### config.mk
export PLATFORM = sky130hd
export DESIGN_NAME = alu_exec_stage
export DESIGN_NICKNAME = d
export VERILOG_FILES = /design/src/rtl/alu_exec_stage.sv
export SDC_FILE = /design/constraint.sdc
export NUM_CORES = 1
export LEC_CHECK = 0
export ABC_AREA = 1
export CAP_MARGIN = 40
export CORE_AREA = 8 8 99 101
export CTS_CLUSTER_DIAMETER = 120
export DETAILED_ROUTE_END_ITERATION = 8
export DIE_AREA = 0 0 107 109
export GPL_ROUTABILITY_DRIVEN = 0
export PLACE_DENSITY = 0.8
export SLEW_MARGIN = 0
export SYNTH_ARGS = -nofsm -noshare
export SYNTH_HDL_FRONTEND = slang
export SYNTH_HIERARCHICAL = 1
export SYNTH_SLANG_ARGS = --single-unit
### constraint.sdc
create_clock -name clk -period 3.2 [get_ports clk]
set_input_delay 0.64 -clock clk [delete_from_list [all_inputs] [get_ports clk]]
set_output_delay 0.64 -clock clk [all_outputs]
set_load 0.005 [all_outputs]
### src/rtl/alu_exec_stage.sv
// alu_exec_stage: two-stage pipelined ALU execute stage built from one-bit slices and 4-bit CLA groups.
// S1 holds operands, the ALU runs between stages, and S2 holds the result and flags.
module alu_slice (
    input  logic a,
    input  logic b,
    input  logic c,
    output logic g,
    output logic p,
    output logic s
);
    assign g = a & b;
    assign p = a | b;
    assign s = a ^ b ^ c;
endmodule

module cla4 (
    input  logic [3:0] g,
    input  logic [3:0] p,
    input  logic       ci,
    output logic [3:0] co
);
    assign co[0] = g[0] | (p[0] & ci);
    assign co[1] = g[1] | (p[1] & g[0]) | (p[1] & p[0] & ci);
    assign co[2] = g[2] | (p[2] & g[1]) | (p[2] & p[1] & g[0]) | (p[2] & p[1] & p[0] & ci);
    assign co[3] = g[3] | (p[3] & g[2]) | (p[3] & p[2] & g[1]) | (p[3] & p[2] & p[1] & g[0])
                 | (p[3] & p[2] & p[1] & p[0] & ci);
endmodule

module alu_exec_stage #(
    parameter int WIDTH = 16
) (
    input  logic             clk,
    input  logic             rst_n,
    input  logic             in_valid,
    output logic             in_ready,
    input  logic [WIDTH-1:0] in_a,
    input  logic [WIDTH-1:0] in_b,
    input  logic [2:0]       in_op,
    output logic             out_valid,
    input  logic             out_ready,
    output logic [WIDTH-1:0] out_result,
    output logic             out_zero,
    output logic             out_carry,
    output logic             out_ovf
);
    logic             s1_valid;
    logic [WIDTH-1:0] s1_a;
    logic [WIDTH-1:0] s1_b;
    logic [2:0]       s1_op;
    logic [WIDTH-1:0] b_inv;
    logic [WIDTH-1:0] g;
    logic [WIDTH-1:0] p;
    logic [WIDTH-1:0] sum;
    logic [WIDTH-1:0] result;
    logic [WIDTH:0]   c;
    logic             ovf;
    logic             less;
    logic             arith;
    logic             accept;
    logic             s2_load;

    assign b_inv = s1_op[2] ? ~s1_b : s1_b;
    assign c[0]  = s1_op[2];

    genvar i;
    generate
        for (i = 0; i < WIDTH; i++) begin : g_slice
            alu_slice u_slice (
                .a(s1_a[i]),
                .b(b_inv[i]),
                .c(c[i]),
                .g(g[i]),
                .p(p[i]),
                .s(sum[i])
            );
        end
        // Groups resolve carries internally; the group carry-out ripples into the next group.
        for (i = 0; i < WIDTH / 4; i++) begin : g_cla
            cla4 u_cla (
                .g(g[4*i +: 4]),
                .p(p[4*i +: 4]),
                .ci(c[4*i]),
                .co(c[4*i+1 +: 4])
            );
        end
    endgenerate

    assign ovf   = c[WIDTH] ^ c[WIDTH-1];
    assign less  = sum[WIDTH-1] ^ ovf;
    assign arith = s1_op[1:0] == 2'b10;

    always_comb begin
        result = s1_op[1:0] == 2'b00 ? (s1_a & b_inv) :
                 s1_op[1:0] == 2'b01 ? (s1_a | b_inv) :
                 s1_op[1:0] == 2'b10 ? sum :
                 {{(WIDTH-1){1'b0}}, less};
    end

    assign in_ready  = !s1_valid || !out_valid || out_ready;
    assign accept    = in_valid && in_ready;
    assign s2_load   = s1_valid && (!out_valid || out_ready);

    always_ff @(posedge clk or negedge rst_n) begin
        if (!rst_n) begin
            s1_valid <= 1'b0;
            s1_a     <= '0;
            s1_b     <= '0;
            s1_op    <= '0;
        end else if (accept) begin
            s1_valid <= 1'b1;
            s1_a     <= in_a;
            s1_b     <= in_b;
            s1_op    <= in_op;
        end else if (s2_load) begin
            s1_valid <= 1'b0;
        end
    end

    always_ff @(posedge clk or negedge rst_n) begin
        if (!rst_n) begin
            out_valid  <= 1'b0;
            out_result <= '0;
            out_zero   <= 1'b0;
            out_carry  <= 1'b0;
            out_ovf    <= 1'b0;
        end else if (s2_load) begin
            out_valid  <= 1'b1;
            out_result <= result;
            out_zero   <= result == '0;
            out_carry  <= arith && c[WIDTH];
            out_ovf    <= arith && ovf;
        end else if (out_ready) begin
            out_valid  <= 1'b0;
        end
    end
endmodule

Word level (Yosys, flattened, before mapping)
Cells that the tools add are included.
{ "op_classes": {"n_reduce_logical": 13, "n_mul": 0, "bitwise": 173, "n_shift": 0, "addsub": 0, "n_eq_ne": 2, "muxes": 8, "div": 0, "magnitude_cmp": 0} }
{ "op_table": {"columns": ["cell", "count"], "rows": [
  ["$and 1x1->1", 80],
  ["$mux 16", 4],
  ["$or 1x1->1", 56],
  ["$xor 1x1->1", 34],
  ["$and 16x16->16", 1],
  ["$logic_not 16->1", 1],
  ["$not 16->16", 1],
  ["$or 16x16->16", 1],
  ["$logic_and 1x1->1", 4],
  ["$mux 1", 4],
  ["$reduce_bool 2->1", 2],
  ["$logic_or 1x1->1", 3],
  ["$eq 2x1->1 const B", 1],
  ["$eq 2x2->1 const B", 1],
  ["$logic_not 1->1", 2],
  ["$logic_not 2->1", 1]
]} }
{ "totals": {"n_memories": 0, "latch_bits": 0, "inputBits": 39, "rom_bits": 0, "mem_bits_rw": 0, "regBits": 56} }

Longest topological paths before layout
{ "depth": {"word_depth": 20, "mapped_depth": 35} }

Cells and area by module
The synthesis kept the hierarchy.
{ "by_module_without_submodules": {"columns": ["mod", "seq_area_each_um2", "instances", "cells_each", "area_per_inst_um2"], "rows": [
  ["alu_exec_stage", 1401.3, 1, 357, 2812.7],
  ["alu_slice", 0.0, 16, 10, 55.1],
  ["cla4", 0.0, 4, 20, 78.8]
]} }

Least setup slack after synthesis
Ideal clock, no wire load.
{ "synth_path": {"path_type": "register to register", "start": "register s1_op[2]", "end": "register out_zero", "t_arrival_ns": 2.969, "path_stages_with_launch": 36, "setup_slack_ns": 0.166, "setup_time_ns": 0.066, "cell_sequence": "dfrtp_1 -> buf_4 -> buf_6 -> nand2_1 -> nand2_1 -> inv_1 -> ha_1 -> inv_1 -> nand2_1 -> nor2_1 -> nand2_1 -> nand2_1 -> nand2_1 -> nand2_1 -> nand2_1 -> nand2_1 -> nand2_1 -> nand2_1 -> nand2_1 -> nand2_1 -> nand2_1 -> nand2_1 -> nand2_1 -> nand2_1 -> inv_1 -> nand2_1 -> nand2_1 -> inv_1 -> nand2_1 -> nand3_1 -> nand2_1 -> nand2_1 -> nand3_1 -> nor2_1 -> nand2_1 -> nand2_1"} }
{ "synth_between": {"elab_cells_between_ends": 177, "classes_between": "mux: 4; bitwise: 172; reduce/logical: 1"} }
{ "synth_rtl": {"columns": ["element", "line", "source"], "rows": [
  ["from (decl)", "49", "logic [2:0] s1_op;"],
  ["from (signal assigned)", "113", "s1_op <= in_op;"],
  ["$mux 16 (*)", "62", "assign b_inv = s1_op[2] ? ~s1_b : s1_b;"],
  ["named net b_inv[2]", "50", "logic [WIDTH-1:0] b_inv;"],
  ["$or 1x1->1 (*)", "12", "assign p = a | b;"],
  ["named net p[2]", "52", "logic [WIDTH-1:0] p;"],
  ["$and 1x1->1 (*)", "25, 26", null],
  ["$and 1x1->1 (on tied branches)", "25, 26", null],
  ["$or 1x1->1, or another cell as far along", "25", "assign co[3] = g[3] | (p[3] & g[2]) | (p[3] & p[2] & g[1]) | (p[3] & p[2] & p[1] & g[0])"],
  ["$or 1x1->1 / $and 1x1->1 (equally long branches)", "25, 26", null],
  ["[... 1 more ...]", null, null],
  ["named net c[4]", "55", "logic [WIDTH:0] c;"],
  ["$and 1x1->1 (*)", "22", "assign co[0] = g[0] | (p[0] & ci);"],
  ["$or 1x1->1 (*)", "22", null],
  ["named net c[5]", "55", null],
  ["$xor 1x1->1 (*)", "13", "assign s = a ^ b ^ c;"],
  ["$mux 16 (*)", "95", "s1_op[1:0] == 2'b10 ? sum :"],
  ["$mux 16 (*)", "94", "s1_op[1:0] == 2'b01 ? (s1_a | b_inv) :"],
  ["$mux 16 (*)", "93", "result = s1_op[1:0] == 2'b00 ? (s1_a & b_inv) :"],
  ["$logic_not 16->1 (*)", "129", "out_zero <= result == '0;"],
  ["to (signal assigned)", "123", "out_zero <= 1'b0;"],
  ["to (signal assigned)", "129", null],
  ["to (decl)", "42", "output logic out_zero,"]
]} }
Mark *: on every way through the listed nets, which the timed path passes. The rest lies on a longest branch.
A chain may end at the register's enable or synchronous reset.

Worst setup path after layout
{ "layout_path": {"start": "register s1_op[2]", "end": "register out_zero"} }
{ "layout_between": {"elab_cells_between_ends": 177, "classes_between": "mux: 4; bitwise: 172; reduce/logical: 1"} }
{ "layout_rtl": {"columns": ["element", "line", "source"], "rows": [
  ["$mux 16 (*)", "62", null],
  ["named net b_inv[1]", "50", null],
  ["$or 1x1->1 (*)", "12", null],
  ["named net p[1]", "52", null],
  ["$and 1x1->1 (*)", "25, 26", null],
  ["$and 1x1->1 (on tied branches)", "25, 26", null],
  ["$or 1x1->1 / $and 1x1->1 (equally long branches)", "25, 26", null],
  ["$or 1x1->1 (*)", "26", "| (p[3] & p[2] & p[1] & p[0] & ci);"],
  ["named net c[4]", "55", null],
  ["$and 1x1->1 (*)", "22", null],
  ["$or 1x1->1 (*)", "22", null],
  ["named net c[5]", "55", null],
  ["$xor 1x1->1 (*)", "13", null],
  ["$mux 16 (*)", "95", null],
  ["$mux 16 (*)", "94", null],
  ["$mux 16 (*)", "93", null],
  ["$logic_not 16->1 (*)", "129", null]
]} }
Marks and branches as above.

==> results.toml <==
[status]
outcome = "completed"

[worst_setup_path]
r2r_cells = 34
critPathMaxStageDelay_ns = 0.48
r2r_end = "out_zero"
cp.required_ns = 3.41
end_kind = "flip-flop"
crit_top_cell = "nand2_1"
path_class = "flip-flop to flip-flop"
crit_slowest_cell = "dfrtp_2"
cp-start-kind = "flip-flop"
r2r-start = "s1_op[2]"
arrival_ns = 3.29
regToRegSetupSlack_ns = 0.12
path_max_fanout = 6

[grt]
grt_pass1_vias = 3761
track_usage_pct = 17.4
grt_antenna_before_repair = 0
grt_max_degree = 37
grt-ovfl-total = 0
grt_pass1_wl_microns = 16600

[synthesis]
synth_top_family_by_area = "simple AND/OR/NAND/NOR gates"
yosys_warnings = 6
synth-compound-area-share_pct = 4.90
ys_seq_area_share_pct = 35.0
syn-cell-area_sq_um = 4010
synthSimpleGateAreaFrac_pct = 30.5
yosys.area_share.xor_xnor_pct = 1.97
synthCells = 597
ys_ff_latch = 56
synthDistinctLibCells = 23
muxShareOfSynthArea_pct = 3.93
syn_avg_cell_area_sq_um = 6.71
synthesis.nets = 668
synthAdderAreaFrac_pct = 9.99

[power]
power_density_nw_per_um2 = 620
vdd_drop_max_mv = 0.242
leakagePower_nw = 2.87

[cts]
numCtsBuffers = 5
clock-sinks = 56
cts_tree = "done"
clock_path_buffers = 2
root_buffer = "clkbuf_8"
path_clk_slew_ns = 0.11
cts_hold_buf = 0
clk_latency_ns = 0.31
htree_num_levels = 2

[route]
drtIter0Drc = 129
remaining_drc_errors = 0
first_pass_iters = 4
drt.antenna.violating_nets = 0
wl_microns = 10200
vias_per_cell = 4.91
vias = 3813
wire_per_inst_microns = 13.1

[cells_and_area]
instances_no_fill = 777
seq_area_sq_um = 1400
fill_cells = 731
nNetsFinal = 739
drive_gt1_share_pct = 12.4
layout_common_cells = "nand2_1, inv_1, clkdlybuf4s50_1, dfrtp_1, nor2_1"
syn2layout_area_growth_pct = 24.8
multi_input_area_sq_um = 2160
final_common_cell = "nand2_1"
n_antenna_cell = 0

[timing]
finClkSkew_ns = 0.0106
period_share_pct = 96.3
max_clock_freq_mhz = 325
tns_ns = 0
hold_viol_final = 0
setup_viol = 0
slew_violations = 0
rsz0062_at_grt = "true"
tightest_slew_ns = 0.771
max_slew_margin_pct = 48.4
layout_min_cycle_time_ns = 3.08

[die]
core_area_sq_um = 8380
num_rows = 34
start_util_pct = 47.8
die_h_microns = 109
die_w_microns = 107
die_area_sq_um = 11700
io_pins = 60

[min_path]
hold_path_class = "primary input to asynchronous set/reset pin"

[job]
cap_violations = 0

[placement]
dpl.cell_count = 759
io_buffers = 59
dp_hpwl_microns = 7520
what timing repair did:
action,4_1_cts,5_1_grt
cloned,0,0
resized for setup,2,40
buffers inserted,2,8
endpoints found under the setup margin,1,4
pin swaps,0,33
worst max-delay path by stage:
stage                        start       end  slack, ns  depth (start not counted)
after floorplan           s1_op[2]  out_zero       0.17                         35
after global placement    s1_op[2]  out_zero       0.15                         34
after detailed placement  s1_op[2]  out_zero      -0.04                         34
after CTS                 s1_op[2]  out_zero       0.05                         34
after global routing      s1_op[2]  out_zero      -0.17                         33
final                     s1_op[2]  out_zero       0.12                         34
sequential cells by signal (all words and copies together) (netlist names):
name        cells
out_result     16
s1_a           16
s1_b           16
s1_op           3
out_carry       1
out_ovf         1
out_valid       1
out_zero        1
s1_valid        1
layer usage:
metal	vias up	share of wire, %	GRT usage (%)	wire length [microns]
met3	29	4.7	2.60	478
met4	0	4.0	10.1	405
li1	1909	-	-	-
met5	-	0	0	0
met1	1769	41	19.5	4140
met2	106	51	31.0	5160
where the power goes:
group	total, W	internal [W]	switching (W)
combinational	0.00170	0.000748	0.000950
sequential	0.00100	0.000871	0.000132
clock	0.000403	0.000158	0.000245
total	0.00310	0.00178	0.00133
worst max-delay path: cells and delay by family, from the launching register on:
kind	cells	cell delay (ns)
and+or+nand+nor	28	1.92
adders and majority gates	1	0.16
DFF	1	0.48
buffers and inverters	5	0.42
synthesized netlist by cell type:
library cell | n | area (sq um)
a21oi_1 | 28 | 140
buf_1 | 1 | 3.75
buf_2 | 6 | 30.0
buf_4 | 1 | 7.51
buf_6 | 2 | 22.5
clkbuf_1 | 5 | 18.8
dfrtp_1 | 56 | 1400
ha_1 | 32 | 400
inv_1 | 122 | 458
inv_2 | 3 | 11.3
mux2_2 | 14 | 158
nand2_1 | 220 | 826
nand2_2 | 1 | 6.26
nand3_1 | 33 | 165
nand3b_1 | 3 | 22.5
nor2_1 | 44 | 165
nor2_2 | 2 | 12.5
o21ai_0 | 9 | 45.0
o21ai_1 | 1 | 5.00
o22ai_1 | 1 | 6.26
or2_0 | 4 | 25.0
xnor2_1 | 3 | 26.3
xor2_1 | 6 | 52.6
cell type report:
cell class | instances | share of cell area [%]
flip-flops and latches | 56 | 28.0
clock inverters | 3 | 0.450
clock buffers | 5 | 1.38
inverters | 125 | 9.42
well taps | 108 | 2.70
repair buffers | 79 | 14.9
multi-input cells | 401 | 43.1
cell families after synthesis:
group,Yosys count
mux,14
fa+ha+maj,32
buf+inv,140
xor+xnor,9
flops,56
simple gates,307
compound gates,39
per-stage QoR:
stage          total power [W]  hold slack [ns]  instance area, sq um  util, %  setup slack [ns]
4_1_cts                0.00294            0.319                  4830     57.7            0.0494
6_report               0.00310            0.302                  5000     59.7             0.120
5_1_grt                0.00339            0.331                  5000     59.7            -0.173
2_1_floorplan          0.00196            0.344                  4010        -             0.166
3_5_place_dp           0.00253            0.470                  4720     56.4           -0.0400
3_3_place_gp           0.00245            0.466                  4720     56.4             0.151
No activity file was read; power rests on OpenSTA's default activity.
